[src/rtl/wbm_spi_tx_pkg.sv]
// Shared defaults for the SPI slave transmit path.
package wbm_spi_tx_pkg;

  localparam int unsigned     DEF_SIZE        = 8;
  localparam int unsigned     DEF_SYNC_STAGES = 2;
  localparam logic [7:0]      DEF_IDLE_BYTE   = 8'h00;

endpackage

[src/rtl/wbm_spi_tx_if.sv]
// Level req/ack byte handshake from the wishbone domain into the SPI domain.
interface wbm_spi_tx_if #(
  parameter int unsigned SIZE = wbm_spi_tx_pkg::DEF_SIZE
);

  logic            handshake_req;
  logic [SIZE-1:0] handshake_data;
  logic            handshake_ack;

  modport master (output handshake_req, output handshake_data, input handshake_ack);
  modport slave  (input handshake_req, input handshake_data, output handshake_ack);

endinterface

[src/rtl/wbm_spi_tx_import.sv]
// Import side of the handshake: req synchronizer, holding register and ack generation.
module wbm_spi_tx_import
  import wbm_spi_tx_pkg::*;
#(
  parameter int unsigned SIZE        = DEF_SIZE,
  parameter int unsigned SYNC_STAGES = DEF_SYNC_STAGES
) (
  input  logic            clk,
  input  logic            rst,
  input  logic            req,
  input  logic [SIZE-1:0] req_data,
  output logic            ack,
  input  logic            pop,
  output logic [SIZE-1:0] data,
  output logic            valid
);

  logic [SYNC_STAGES-1:0] req_sync;
  logic                   req_s;
  logic                   capture;

  assign req_s   = req_sync[SYNC_STAGES-1];
  // A full holding register may still accept when it is being consumed on this edge.
  assign capture = req_s & ~ack & (~valid | pop);

  always_ff @(posedge clk or posedge rst) begin
    if (rst) begin
      req_sync <= '0;
      data     <= '0;
      valid    <= 1'b0;
      ack      <= 1'b0;
    end else begin
      req_sync <= {req_sync[SYNC_STAGES-2:0], req};
      if (capture) begin
        data  <= req_data;
        valid <= 1'b1;
        ack   <= 1'b1;
      end else begin
        if (pop)    valid <= 1'b0;
        if (!req_s) ack   <= 1'b0;
      end
    end
  end

endmodule

[src/rtl/wbm_spi_tx.sv]
// SPI slave transmit path: shifts handshake bytes out on spi_sdo MSB first while spi_csn is low.
module wbm_spi_tx
  import wbm_spi_tx_pkg::*;
#(
  parameter int unsigned     SIZE        = DEF_SIZE,
  parameter logic [SIZE-1:0] IDLE_BYTE   = SIZE'(DEF_IDLE_BYTE),
  parameter int unsigned     SYNC_STAGES = DEF_SYNC_STAGES
) (
  input  logic         clk,
  input  logic         rst,
  input  logic         spi_csn,
  output logic         spi_sdo,
  wbm_spi_tx_if.slave  hs,
  output logic         underrun
);

  localparam int unsigned CNT_W = (SIZE > 1) ? $clog2(SIZE) : 1;

  logic [CNT_W-1:0] cnt;
  logic [SIZE-1:0]  shift_reg;
  logic [SIZE-1:0]  hold;
  logic [SIZE-1:0]  next_word;
  logic             hold_valid;
  logic             pop;

  assign pop       = ~spi_csn & (cnt == '0);
  assign next_word = hold_valid ? hold : IDLE_BYTE;
  // First bit of a word is presented from the mux so it is valid before the first edge.
  assign spi_sdo   = (cnt == '0) ? next_word[SIZE-1] : shift_reg[SIZE-1];

  wbm_spi_tx_import #(
    .SIZE        (SIZE),
    .SYNC_STAGES (SYNC_STAGES)
  ) u_import (
    .clk      (clk),
    .rst      (rst),
    .req      (hs.handshake_req),
    .req_data (hs.handshake_data),
    .ack      (hs.handshake_ack),
    .pop      (pop),
    .data     (hold),
    .valid    (hold_valid)
  );

  // Bit counter and shift register; deselect abandons any partial word.
  always_ff @(posedge clk or posedge rst) begin
    if (rst) begin
      cnt       <= '0;
      shift_reg <= '0;
      underrun  <= 1'b0;
    end else if (spi_csn) begin
      cnt      <= '0;
      underrun <= 1'b0;
    end else if (cnt == '0) begin
      shift_reg <= next_word << 1;
      cnt       <= CNT_W'(1);
      underrun  <= ~hold_valid;
    end else begin
      shift_reg <= shift_reg << 1;
      cnt       <= (cnt == CNT_W'(SIZE-1)) ? '0 : cnt + CNT_W'(1);
      underrun  <= 1'b0;
    end
  end

endmodule
[src/flat_wrapper.sv]
// flat-port wrapper written by rule: the top's interface ports become plain ports
module wbm_spi_tx_flat import wbm_spi_tx_pkg::*;
#(
  parameter int unsigned     SIZE        = DEF_SIZE,
  parameter logic [SIZE-1:0] IDLE_BYTE   = SIZE'(DEF_IDLE_BYTE),
  parameter int unsigned     SYNC_STAGES = DEF_SYNC_STAGES
)
  (clk, rst, spi_csn, spi_sdo, underrun, hs_handshake_req, hs_handshake_data, hs_handshake_ack);
  wbm_spi_tx_if #(.SIZE(SIZE)) hs_i ();
  input  logic clk;
  input  logic rst;
  input  logic spi_csn;
  output logic spi_sdo;
  output logic underrun;
  input wire logic [$bits(hs_i.handshake_req)-1:0] hs_handshake_req;
  input wire logic [$bits(hs_i.handshake_data)-1:0] hs_handshake_data;
  output wire logic [$bits(hs_i.handshake_ack)-1:0] hs_handshake_ack;
  assign hs_i.handshake_req = hs_handshake_req;
  assign hs_i.handshake_data = hs_handshake_data;
  assign hs_handshake_ack = hs_i.handshake_ack;
  wbm_spi_tx #(.SIZE(SIZE), .IDLE_BYTE(IDLE_BYTE), .SYNC_STAGES(SYNC_STAGES)) u_core (.clk(clk), .rst(rst), .spi_csn(spi_csn), .spi_sdo(spi_sdo), .hs(hs_i), .underrun(underrun));
endmodule
[config.mk]
export PLATFORM = sky130hd
export DESIGN_NAME = wbm_spi_tx_flat
export DESIGN_NICKNAME = d
export VERILOG_FILES = /design/src/rtl/wbm_spi_tx_pkg.sv /design/src/rtl/wbm_spi_tx_if.sv /design/src/rtl/wbm_spi_tx_import.sv /design/src/rtl/wbm_spi_tx.sv /design/src/flat_wrapper.sv
export SDC_FILE = /design/constraint.sdc
export NUM_CORES = 1
export LEC_CHECK = 0
export ABC_AREA = 1
export BUFFER_PORTS_ARGS = -buffer_cell sky130_fd_sc_hd__buf_2
export CORE_ASPECT_RATIO = 0.9
export CORE_MARGIN = 8
export CORE_UTILIZATION = 53
export CTS_BUF_LIST = sky130_fd_sc_hd__clkbuf_16
export CTS_CLUSTER_DIAMETER = 100
export CTS_CLUSTER_SIZE = 10
export DETAILED_ROUTE_END_ITERATION = 12
export PLACE_DENSITY = 0.85
export RECOVER_POWER = 50
export REMOVE_ABC_BUFFERS = 1
export SLEW_MARGIN = 20
export SYNTH_ARGS = -nofsm -noshare
export SYNTH_HDL_FRONTEND = slang
export SYNTH_SLANG_ARGS = --single-unit
[constraint.sdc]
create_clock -name clk -period 1.3 [get_ports clk]
set_clock_uncertainty 0.05 [all_clocks]
set_input_delay 0.26 -clock clk [delete_from_list [all_inputs] [get_ports clk]]
set_output_delay 0.26 -clock clk [all_outputs]
set_load 0.05 [all_outputs]
==> metrics.md, run 1 <==
| Metric | Value |
|---|---|
| Outcome | `complete, but fails checks` |
| Failing checks | `setup timing` |
| Largest net degree at the start of global routing | `24` |
| Gate power share | `0.461` |
| Worst-case reg-to-reg path depth | `9` |
| Setup slack after layout | `-0.2891 ns` |
| Io pins | `15` |
| Power Density | `around 2500 nW/um^2` |
| CP Launch Point | `u_core.cnt[1]` |
| VDD IR max | `1808 uV` |
| Worst-path clk slew | `0.06 ns` |
| Switching power | `1357 uW` |
| Die height | `about 57 um` |
| Most frequent cells in the layout | `34 x nand2_1, 23 x dfrtp_1, 12 x buf_2` |
| Crit path kind | `register to output port` |
| Initial antenna violation count | `0` |
| Clock sink count | `23` |
| Total grt overflow | `0` |
| Most common cell after layout, fill and taps aside | `nand2_1` |
| TritonRoute pass-1 iters | `4` |
| Fraction of layout cells with a size suffix above 1 | `0.4338` |
| Syn Area/Cell | `roughly 9.2 um^2` |
| Vias per std cell | `between 5 and 6` |
| CP required | `0.99 ns` |
| Fin. Hold Viols | `0` |
| Slew Limit Fails | `0` |
| FP Rows | `14` |
| Crit path DAT | `roughly 1.3 ns` |
| Setup_tns | `-2.402 ns` |
| Synth Cell Area | `between 900 and 1000 um^2` |
| Unrepaired setup endpoints after global routing | `true` |
| Tcrit/Tclk final | `1.222` |
| Initial Util | `0.5714` |
| Diode count | `0` |
| Synthesized flop and latch total | `23` |
| Area Growth Syn to Fin | `44.46%` |
| Leak Pwr | `between 0.0007 and 0.0008 uW` |
| Minimum clock period | `about 1.6 ns` |
| DRC viols | `0` |
| Die area | `roughly 3500 um^2` |
| Final nets | `~150` |
| Final setup viols | `19` |
| Clock buffer depth | `2` |
| RD Place Congestion | `approximately 0.83` |
| Critical path's slowest cell | `dfrtp_1` |
| H-tree levels | `1` |
| Final wirelength | `roughly 2500 um` |
| Port bufs | `14` |
| CP Capture Point | `spi_sdo` |
| Max_cap viols | `0` |
| Root Buffer | `clkbuf_16` |
| Via count | `around 850` |
| Drt initial violations | `20` |
| Post-synthesis sequential area ratio | `0.5928` |
| Clock Latency Late Sink | `0.26 ns` |
| Num CTS Buffers | `3` |
| Reg2reg end | `u_core.u_import.ack` |
| Global Route Usage Sum | `0.1410` |
| Cells along the critical path | `inv_2 -> ha_4 -> nand2_4 -> o21ai_2 -> buf_6` |
| Hold WC Path Type | `input port to register` |
| WL per Instance | `~16 um` |
| Max-slew headroom | `0.6273` |
| Yosys cell types | `16` |
| Vias in the first global route | `836` |
| Clk pwr share | `0.194` |
| Gate Count Post-Synth | `around 110` |
| Sequential share of power | `0.345` |
| Dpl hpwl | `1395 um` |
| R2R Path Start | `u_core.cnt[0]` |
| Flop-to-flop setup slack | `-0.17 ns` |
| Antenna Nets Post-Route | `0` |
| Peak Freq | `~0.63 GHz` |
| CTS tree | `yes` |
| Post-layout util | `0.8255` |
| Worst slew pin tran | `about 0.56 ns` |
| Chip width | `61.12 um` |
| Pint | `between 2000 and 2500 uW` |
| Switching Fraction | `0.3946` |
| Crit Path Max Fanout | `3` |
| First-pass GRT wire length | `roughly 3600 um` |
| Number of flip-flops in the largest register | `8` |
| Syn. warnings | `0` |
| Core outline area | `approximately 1700 um^2` |
| Worst setup EP type | `output port` |
| Crit start category | `register` |
| CP max stage delay | `slightly below 0.4 ns` |
[layer usage]
metal	wire [um]	vias up	track usage	part of all wire
met5	0	-	0	0
met2	1326	34	0.2239	0.53
met1	967	419	0.1597	0.39
li1	-	393	-	-
met3	151	6	0.06591	0.060
met4	59	0	0.04651	0.024
[power groups by stage]
stage	sequential (uW)	combinational (uW)	clock (uW)
after CTS	1150	1190	650
after floorplan	1190	575	0
after global placement	1130	950	0
final	1190	1590	666
after detailed placement	1160	996	0
after global routing	1200	1700	697
[how the worst min path moves through the flow]
| stage | cells after the start | startpoint | to |
|---|---|---|---|
| after floorplan | 1 | rst | u_core.cnt[0] |
| after global placement | 3 | rst | u_core.u_import.req_sync[0] |
| after detailed placement | 3 | rst | u_core.u_import.req_sync[0] |
| after CTS | 1 | hs_handshake_req | u_core.u_import.req_sync[0] |
| after global routing | 1 | hs_handshake_req | u_core.u_import.req_sync[0] |
| final | 1 | hs_handshake_req | u_core.u_import.req_sync[0] |
[final cells by class]
class,instances,area [um^2]
tap,24,30.03
inverter,9,33.78
fill,95,296.5
clock buffer,3,75.07
timing repair buffer,27,191.4
multi-input combinational,73,493.0
sequential,23,575.6
clock inverter,1,3.754
[worst max-delay path: cells and delay by family, from the launching register on]
kind / cells / cell delay, ns
compound gates: 1 / 0.17
fa+ha+maj: 1 / 0.15
simple gates: 1 / 0.05
buf+inv: 2 / 0.26
flops: 1 / 0.39
[logic make-up after synthesis]
kind of cell,after synthesis,share of synthesized area
AND/OR/NAND/NOR,67,0.3041
flip-flops,23,0.5928
buffers and inverters,11,0.05154
adder cells (fa/ha/maj),3,0.03866
AO/OA/AOI/OAI,2,0.01288
[synthesized netlist by cell type]
master   instances  area share
nand3_1         14       0.072
inv_2            1      0.0039
inv_1            8       0.031
o21ai_0          1      0.0051
nand4_1          1      0.0064
nor2_4           1       0.012
buf_6            1       0.012
nor2_1           5       0.019
nand2_2          2       0.013
ha_1             3       0.039
dfrtp_1         23        0.59
nand3_2          1       0.010
o31ai_1          1      0.0077
nand2_1         41        0.16
nor2_2           2       0.013
buf_2            1      0.0051
[what timing repair did]
| item | 4_1_cts | 5_1_grt |
|---|---|---|
| cloned | 1 | 0 |
| endpoints found under the setup margin | 19 | 19 |
| gates resized for setup | 15 | 26 |
| buffers inserted | 1 | 3 |
| hold endpoints to repair | 7 | 0 |
| hold buffers | 1 | 0 |
| pin swaps | 8 | 15 |
[per-stage QoR]
stage / hold WS [ns] / total power [uW] / instance area [um^2] / instances / setup slack [ns]
5_1_grt: 0.05457 / 3597 / 1403 / 160 / -0.3144
6_report: 0.05632 / 3439 / 1403 / 160 / -0.2891
2_1_floorplan: 0.2119 / 1764 / 954.7 / 104 / -0.7969
3_5_place_dp: 0.2610 / 2154 / 1122 / 151 / -0.1292
3_3_place_gp: 0.2535 / 2085 / 1122 / 151 / -0.05877
4_1_cts: 0.05919 / 2994 / 1274 / 157 / -0.2608
Power figures use the tool's default switching activity.
==> run 2, diff against run 1 <==
- ABC_AREA: 1 -> default
- CORE_UTILIZATION: 53 -> 54
- PLACE_DENSITY: 0.85 -> 0.86
- clock period: 1.3 -> 1.8 ns (I/O delays scaled with it)
==> run 2 against run 1 <==
The run still ends with setup timing left. First-iteration DRC count decreased by 40%. Setup slack improved by 0.28 ns. Register-to-register slack better by 0.16 ns. Utilization shrank 6.7 points. Via count decreased by 22%. Clock power shrank 31%. Cell area decreased by 8.1%. Largest cell class unchanged. Highest routed layer unchanged.
==> metrics.md, run 2 <==
| Metric | Value |
|---|---|
| Outcome | `complete, but fails checks` |
| Failing checks | `setup timing` |
| CP max stage delay | `0.39 ns (about the same)` |
| Final setup viols | `2 (-17)` |
| Crit start category | `register` |
| Port bufs | `14 (unchanged)` |
| Yosys top cell by area | `dfrtp_1` |
| Top delay family on crit path | `simple AND/OR/NAND/NOR gates` |
| Crit path DAT | `1.89 ns (+0.61 ns)` |
| Dpl cell area | `1129 um^2 (+0.56%)` |
| Tcrit/Tclk final | `1.004` |
| Diode count | `0 (unchanged)` |
| Most common cell after layout, fill and taps aside | `dfrtp_1` |
| Minimum clock period | `between 1.5 and 2 ns` |
| Number of flip-flops in the largest register | `8 (unchanged)` |
| CP bufs+invs | `2 (unchanged)` |
| RD Place Congestion | `0.8264 (-0.14%)` |
| Synth Cell Area | `993.5 um^2 (+2.3%)` |
| Post-route cell area | `1289 um^2 (-8.1%)` |
| Cell with the most instances after synthesis | `dfrtp_1` |
| Num CTS Buffers | `3 (unchanged)` |
| Total grt overflow | `0 (unchanged)` |
| VDD IR max | `770.8 uV (-57%)` |
| Filler cells | `118 (+24%)` |
| H-tree levels | `1 (unchanged)` |
| Root Buffer | `clkbuf_16` |
| Max-slew headroom | `0.1810 (-0.4464)` |
| Antenna Nets Post-Route | `0 (unchanged)` |
| Clock sink count | `23 (unchanged)` |
| Via count | `666 (-22%)` |
| Io pins | `15 (unchanged)` |
| Initial antenna violation count | `0 (unchanged)` |
| DRC viols | `0 (unchanged)` |
| Most frequent cells in the layout | `23 x dfrtp_1, 13 x buf_2, 9 x nand2_1, 9 x buf_4, 7 x o21ai_0` |
| Crit Path Max Fanout | `8 (+5)` |
| Fraction of layout cells with a size suffix above 1 | `0.3853 (-0.04850)` |
| Dpl hpwl | `1239 um (-11%)` |
| Hold Slack | `0.1625 ns (+0.1062 ns)` |
| Worst slew pin tran | `1.229 ns (+0.6695 ns)` |
| Leak Pwr | `0.0006259 uW (-13%)` |
| Final nets | `125 (-18%)` |
| Cells along the critical path | `inv_1 -> ha_4 -> or3b_4 -> a21oi_4 -> buf_12 -> mux2_2` |
| Hold WC Path Type | `input port to register` |
| Core outline area | `1699 um^2 (unchanged)` |
| Slew Limit Fails | `0 (unchanged)` |
| Vias per std cell | `5.008 (-6.0%)` |
| Critical path's slowest cell | `or3b_4` |
| Die area | `3470 um^2 (+0.31%)` |
| Yosys cell types | `19 (+3)` |
| Area Growth Syn to Fin | `29.72%` |
| Async S/R FF share, synth | `1.000 (unchanged)` |
| Post-layout util | `0.7585 (-0.06701)` |
| Gate Count Post-Synth | `84 (-21%)` |
| Clock Latency Late Sink | `0.25 ns (about the same)` |
| Setup slack after layout | `-0.006412 ns (+0.2827 ns)` |
| Worst setup EP type | `register` |
| Max_cap viols | `0 (unchanged)` |
| WL per Instance | `14.21 um (-9.2%)` |
| CP required | `1.88 ns (+0.89 ns)` |
| Final wirelength | `1890 um (-25%)` |
| EDFF count, synth | `0 (unchanged)` |
| Crit path kind | `register to register` |
| Fin. Hold Viols | `0 (unchanged)` |
| Synthesized flop and latch total | `23 (unchanged)` |
| Peak Freq | `roughly 0.55 GHz` |
| Vias in the first global route | `705 (-16%)` |
| Die height | `56.69 um (+0.15%)` |
| FP Rows | `14 (unchanged)` |
| Largest net degree at the start of global routing | `24 (unchanged)` |
| TritonRoute pass-1 iters | `4 (unchanged)` |
| Initial Util | `0.5847 (+0.01326)` |
| Main area contributors after synthesis | `dfrtp_1 58%, mux2_2 9.1%, mux2i_1 6.0%, o21ai_0 4.0%, and2_1 3.8%` |
| Unrepaired setup endpoints after global routing | `true` |
| First-pass GRT wire length | `3263 um (-10%)` |
| CTS tree | `yes` |
| Clock buffer depth | `2 (unchanged)` |
| Top cells by count, synth | `23 x dfrtp_1, 9 x nand2_1, 8 x mux2_2, 8 x o21ai_0` |
| Syn Area/Cell | `11.83 um^2 (+29%)` |
| Post-synthesis sequential area ratio | `0.5793 (-0.01344)` |
| Chip width | `61.21 um (+0.16%)` |
| Top_reg_cell synth | `dfrtp_1` |
| Global Route Usage Sum | `0.1213 (-0.01970)` |
| Area share of the leading cell type in the synthesized netlist | `0.5793 (-0.01344)` |
| Drt initial violations | `12 (-40%)` |
| Syn. warnings | `0 (unchanged)` |
| Worst-path clk slew | `0.06 ns (about the same)` |
| Design Power | `1742 uW (-49%)` |
| Power Density | `1352 nW/um^2 (-45%)` |
==> run 2: cell types whose count changed after synthesis, moves of 4 or more <==
| cell | change |
|---|---|
| inv_1 | -4 |
| mux2i_1 | +6 |
| and2_1 | +6 |
| nand3_1 | -12 |
| o21ai_0 | +7 |
| mux2_2 | +8 |
| nand2_1 | -32 |
==> run 2: worst register-to-register path: cells and delay by family (launching register included) <==
| kind | cells | cell delay, ns |
|---|---|---|
| AO/OA/AOI/OAI | 1 | 0.15 |
| adder cells (fa/ha/maj) | 1 | 0.13 |
| multiplexers | 1 | 0.34 |
| AND/OR/NAND/NOR | 1 | 0.39 |
| buffers and inverters | 2 | 0.24 |
| flip-flops | 1 | 0.38 |
==> run 2: path summary, 6_finish.rpt <==
| kind | slack (ns) | endpoint | from | cells past startpoint |
|---|---|---|---|---|
| setup / recovery | -0.006 | u_core.u_import.data[7] | u_core.cnt[1] | 6 |
| hold / removal | 0.16 | u_core.u_import.req_sync[0] | hs_handshake_req | 1 |
| setup reg to reg | -0.006 | u_core.u_import.data[7] | u_core.cnt[1] | 6 |
| hold reg to reg | 0.30 | u_core.u_import.req_sync[1] | u_core.u_import.req_sync[0] | 0 |
| max in group asynchronous | 0.53 | u_core.u_import.data[2] | rst | 3 |
| min in group asynchronous | 0.45 | u_core.underrun | rst | 3 |
==> run 2: power by group <==
part / internal [uW] / switching, uW / total (uW)
Clock: 296 / 165 / 461
Sequential: 676 / 98.8 / 775
Combinational: 276 / 229 / 506
==> run 2: cells by family (layout without fill, tap and decap cells) <==
family,count (synthesis),count (layout),share of synthesized area
multiplexers,14,14,0.1511
AO/OA/AOI/OAI,10,10,0.06424
flip-flops,23,23,0.5793
buffers and inverters,8,33,0.03273
AND/OR/NAND/NOR,26,26,0.1348
adder cells (fa/ha/maj),3,3,0.03779
==> run 2: layout make-up <==
| class | instances | area (um^2) | share of cell area |
|---|---|---|---|
| clock buffer | 3 | 75.07 | 0.05825 |
| multi-input combinational | 53 | 421.7 | 0.3272 |
| tap | 24 | 30.03 | 0.02330 |
| sequential | 23 | 575.6 | 0.4466 |
| inverter | 4 | 15.01 | 0.01165 |
| clock inverter | 1 | 3.754 | 0.002913 |
| timing repair buffer | 25 | 167.7 | 0.1301 |
==> run 2: stage by stage <==
step	std cells	setup WS (ns)	TNS [ns]
2_1_floorplan	80	-0.5787	-0.5787
3_3_place_gp	125	0.01217	0
3_5_place_dp	125	-0.07664	-0.5486
4_1_cts	133	-0.01055	-0.04456
5_1_grt	133	-0.1019	-0.6096
6_report	133	-0.006412	-0.006802
==> run 2: metal layers <==
| metal | vias up | global-route usage | part of all wire |
|---|---|---|---|
| met5 | - | 0 | 0 |
| met4 | 0 | 0.02990 | 0.016 |
| met3 | 2 | 0.02955 | 0.042 |
| met2 | 14 | 0.1881 | 0.47 |
| met1 | 322 | 0.1611 | 0.47 |
| li1 | 328 | - | - |
==> run 2: repair_timing <==
item,4_1_cts,5_1_grt
setup buffers,4,0
setup endpoints to repair,9,9
pin swaps,2,1
resized for setup,9,3
hold buffers,0,0
==> run 3, diff against run 2 <==
- ABC_AREA: default -> 1
- CORE_UTILIZATION: 54 -> 53
- PLACE_DENSITY: 0.86 -> 0.85
==> run 3 against run 2 <==
The flow now finishes without violations. Routed wire length decreased by 6.3%. Sequential share of layout area increased by 5.2 points. Utilization is 7.9 points lower. Critical path type is now register to output port. Combinational power rose by 23%.
==> metrics.md, run 3 (synthesis gave the netlist of run 1 again) <==
| Metric | Value |
|---|---|
| Outcome | `finished clean` |
| Vias per std cell | `4.899 (-2.2%)` |
| Switching power | `709.5 uW (+44%)` |
| Clock buffer depth | `2 (unchanged)` |
| CP max stage delay | `0.38 ns (about the same)` |
| Root Buffer | `clkbuf_16` |
| VDD IR max | `1247 uV (+62%)` |
| Crit path kind | `register to output port` |
| Drt initial violations | `19 (+7)` |
| Worst slew pin tran | `1.182 ns (-0.04663 ns)` |
| Peak Freq | `0.5840 GHz (+5.5%)` |
| Fraction of layout cells with a size suffix above 1 | `0.2177 (-0.1676)` |
| Final nets | `140 (+12%)` |
| CTS hold repair buffers | `0 (unchanged)` |
| Initial antenna violation count | `0 (unchanged)` |
| Critical path's slowest cell | `dfrtp_1` |
| Crit Path Max Fanout | `4 (-4)` |
| Post-layout util | `0.6797 (-0.07879)` |
| Total grt overflow | `0 (unchanged)` |
| Post-Place Setup Slack | `0.2295 ns (+0.3062 ns)` |
| CP required | `1.39 ns (-0.49 ns)` |
| Port bufs | `14 (unchanged)` |
| Gate power share | `0.321 (+0.031)` |
| Core outline area | `1699 um^2 (unchanged)` |
| Tcrit/Tclk final | `0.9513 (-0.05224)` |
| Die area | `3459 um^2 (-0.30%)` |
| Most common cell after layout, fill and taps aside | `nand2_1` |
| Crit path DAT | `1.30 ns (-0.59 ns)` |
| RD Place Congestion | `0.8009 (-3.1%)` |
| Diode count | `0 (unchanged)` |
| Num CTS Buffers | `3 (unchanged)` |
| Switching Fraction | `0.3658 (+0.08259)` |
| Hold WC Path Type | `input port to register` |
| Max-slew headroom | `0.2121 (+0.03108)` |
| Number of flip-flops in the largest register | `8 (unchanged)` |
| Final setup viols | `0 (-2)` |
| Leak Pwr | `0.0006276 uW (+0.27%)` |
| Worst-path clk slew | `0.06 ns (about the same)` |
| Antenna Nets Post-Route | `0 (unchanged)` |
| Via count | `725 (+8.9%)` |
| Hold Slack | `0.1629 ns (+0.0004010 ns)` |
| Pint | `1230 uW (-1.5%)` |
| Io pins | `15 (unchanged)` |
| Vias in the first global route | `728 (+3.3%)` |
| Final wirelength | `1771 um (-6.3%)` |
| Crit start category | `register` |
| WL per Instance | `11.97 um (-16%)` |
| Slew Limit Fails | `0 (unchanged)` |
| Max_cap viols | `0 (unchanged)` |
| Dpl hpwl | `1302 um (+5.1%)` |
| Largest net degree at the start of global routing | `24 (unchanged)` |
| Area Growth Syn to Fin | `18.94%` |
| H-tree levels | `1 (unchanged)` |
| CTS tree | `yes` |
| First-pass GRT wire length | `3001 um (-8.0%)` |
| Setup slack after layout | `0.08761 ns (+0.09402 ns)` |
| Sequential share of power | `0.435 (-0.010)` |
| Minimum clock period | `1.712 ns (-0.09402 ns)` |
| Clock sink count | `23 (unchanged)` |
| Power Density | `1679 nW/um^2 (+24%)` |
| Clk pwr share | `0.244 (-0.021)` |
| Chip width | `61.12 um (-0.16%)` |
| DRC viols | `0 (unchanged)` |
| FP Rows | `14 (unchanged)` |
| Initial Util | `0.5714 (-0.01326)` |
| Fin. Hold Viols | `0 (unchanged)` |
| Worst setup EP type | `output port` |
| TritonRoute pass-1 iters | `4 (unchanged)` |
| Most frequent cells in the layout | `40 x nand2_1, 23 x dfrtp_1, 14 x nand3_1` |
| Cells along the critical path | `inv_1 -> ha_1 -> nand2_2 -> o21ai_1 -> buf_6` |
| Global Route Usage Sum | `0.1134 (-0.007902)` |
| Die height | `56.61 um (-0.15%)` |
| Clock Latency Late Sink | `0.25 ns (about the same)` |
-- run 3: cell count changes in the layout (fill, tap and decap cells not counted), sizes merged, moves of 6 or more --
| cell | previous run | this run |
|---|---|---|
| nand2 | 9 | 43 |
| nand3 | 2 | 15 |
| buf | 24 | 15 |
| mux2 | 8 | 0 |
| o21ai | 8 | 1 |
| and2 | 6 | 0 |
| mux2i | 6 | 0 |
-- run 3: area by class of cell --
cell class                 instances  area [um^2]
multi-input combinational         72        347.8
clock buffer                       3        75.07
fill                             140        544.3
tap                               24        30.03
clock inverter                     1        5.005
timing repair buffer              16        87.58
sequential                        23        575.6
inverter                           9        33.78
-- run 3: layer usage --
metal	vias up	track usage	share of wire
met4	0	0.05316	0.011
met2	24	0.1761	0.49
met1	328	0.1355	0.45
met5	-	0	0
li1	369	-	-
met3	4	0.03636	0.048
-- run 3: path summary, 6_finish.rpt --
path,startpoint,endpoint,slack [ns],cells past startpoint
min,hs_handshake_req,u_core.u_import.req_sync[0],0.16,1
min reg2reg,u_core.u_import.req_sync[0],u_core.u_import.req_sync[1],0.31,0
max,u_core.cnt[1],spi_sdo,0.09,5
min in group asynchronous,rst,u_core.u_import.ack,0.42,3
max in group asynchronous,rst,u_core.shift_reg[3],0.57,3
max reg2reg,u_core.cnt[1],u_core.u_import.data[2],0.39,7
-- run 3: critical path: cells and delay by family (launching register included) --
family | cells | cell delay (ns)
buf+inv | 2 | 0.24
flops | 1 | 0.38
simple gates | 1 | 0.09
compound gates | 1 | 0.15
fa+ha+maj | 1 | 0.18
-- run 3: per-stage QoR --
step                area [um^2]  total power, uW  std cells  setup TNS, ns
floorplan                 954.7             1274        104        -0.3969
global placement           1062             1393        143              0
detailed placement         1062             1432        143              0
CTS                        1145             1927        147              0
global route               1155             2074        148      -0.006383
finish                     1155             1939        148              0
-- run 3: power by group through the flow --
stage / registers, uW / clock network [uW] / logic, uW
after floorplan: 859 / 0 / 416
after global placement: 835 / 0 / 558
after detailed placement: 853 / 0 / 579
after CTS: 847 / 482 / 598
after global routing: 862 / 502 / 710
final: 843 / 473 / 623
-- run 3: repair_timing --
action / in CTS / in global routing
setup endpoints to repair: 1 / 1
pin swaps: 0 / 0
setup buffers: 0 / 1
gates cloned: 0 / 0
resized for setup: 2 / 2
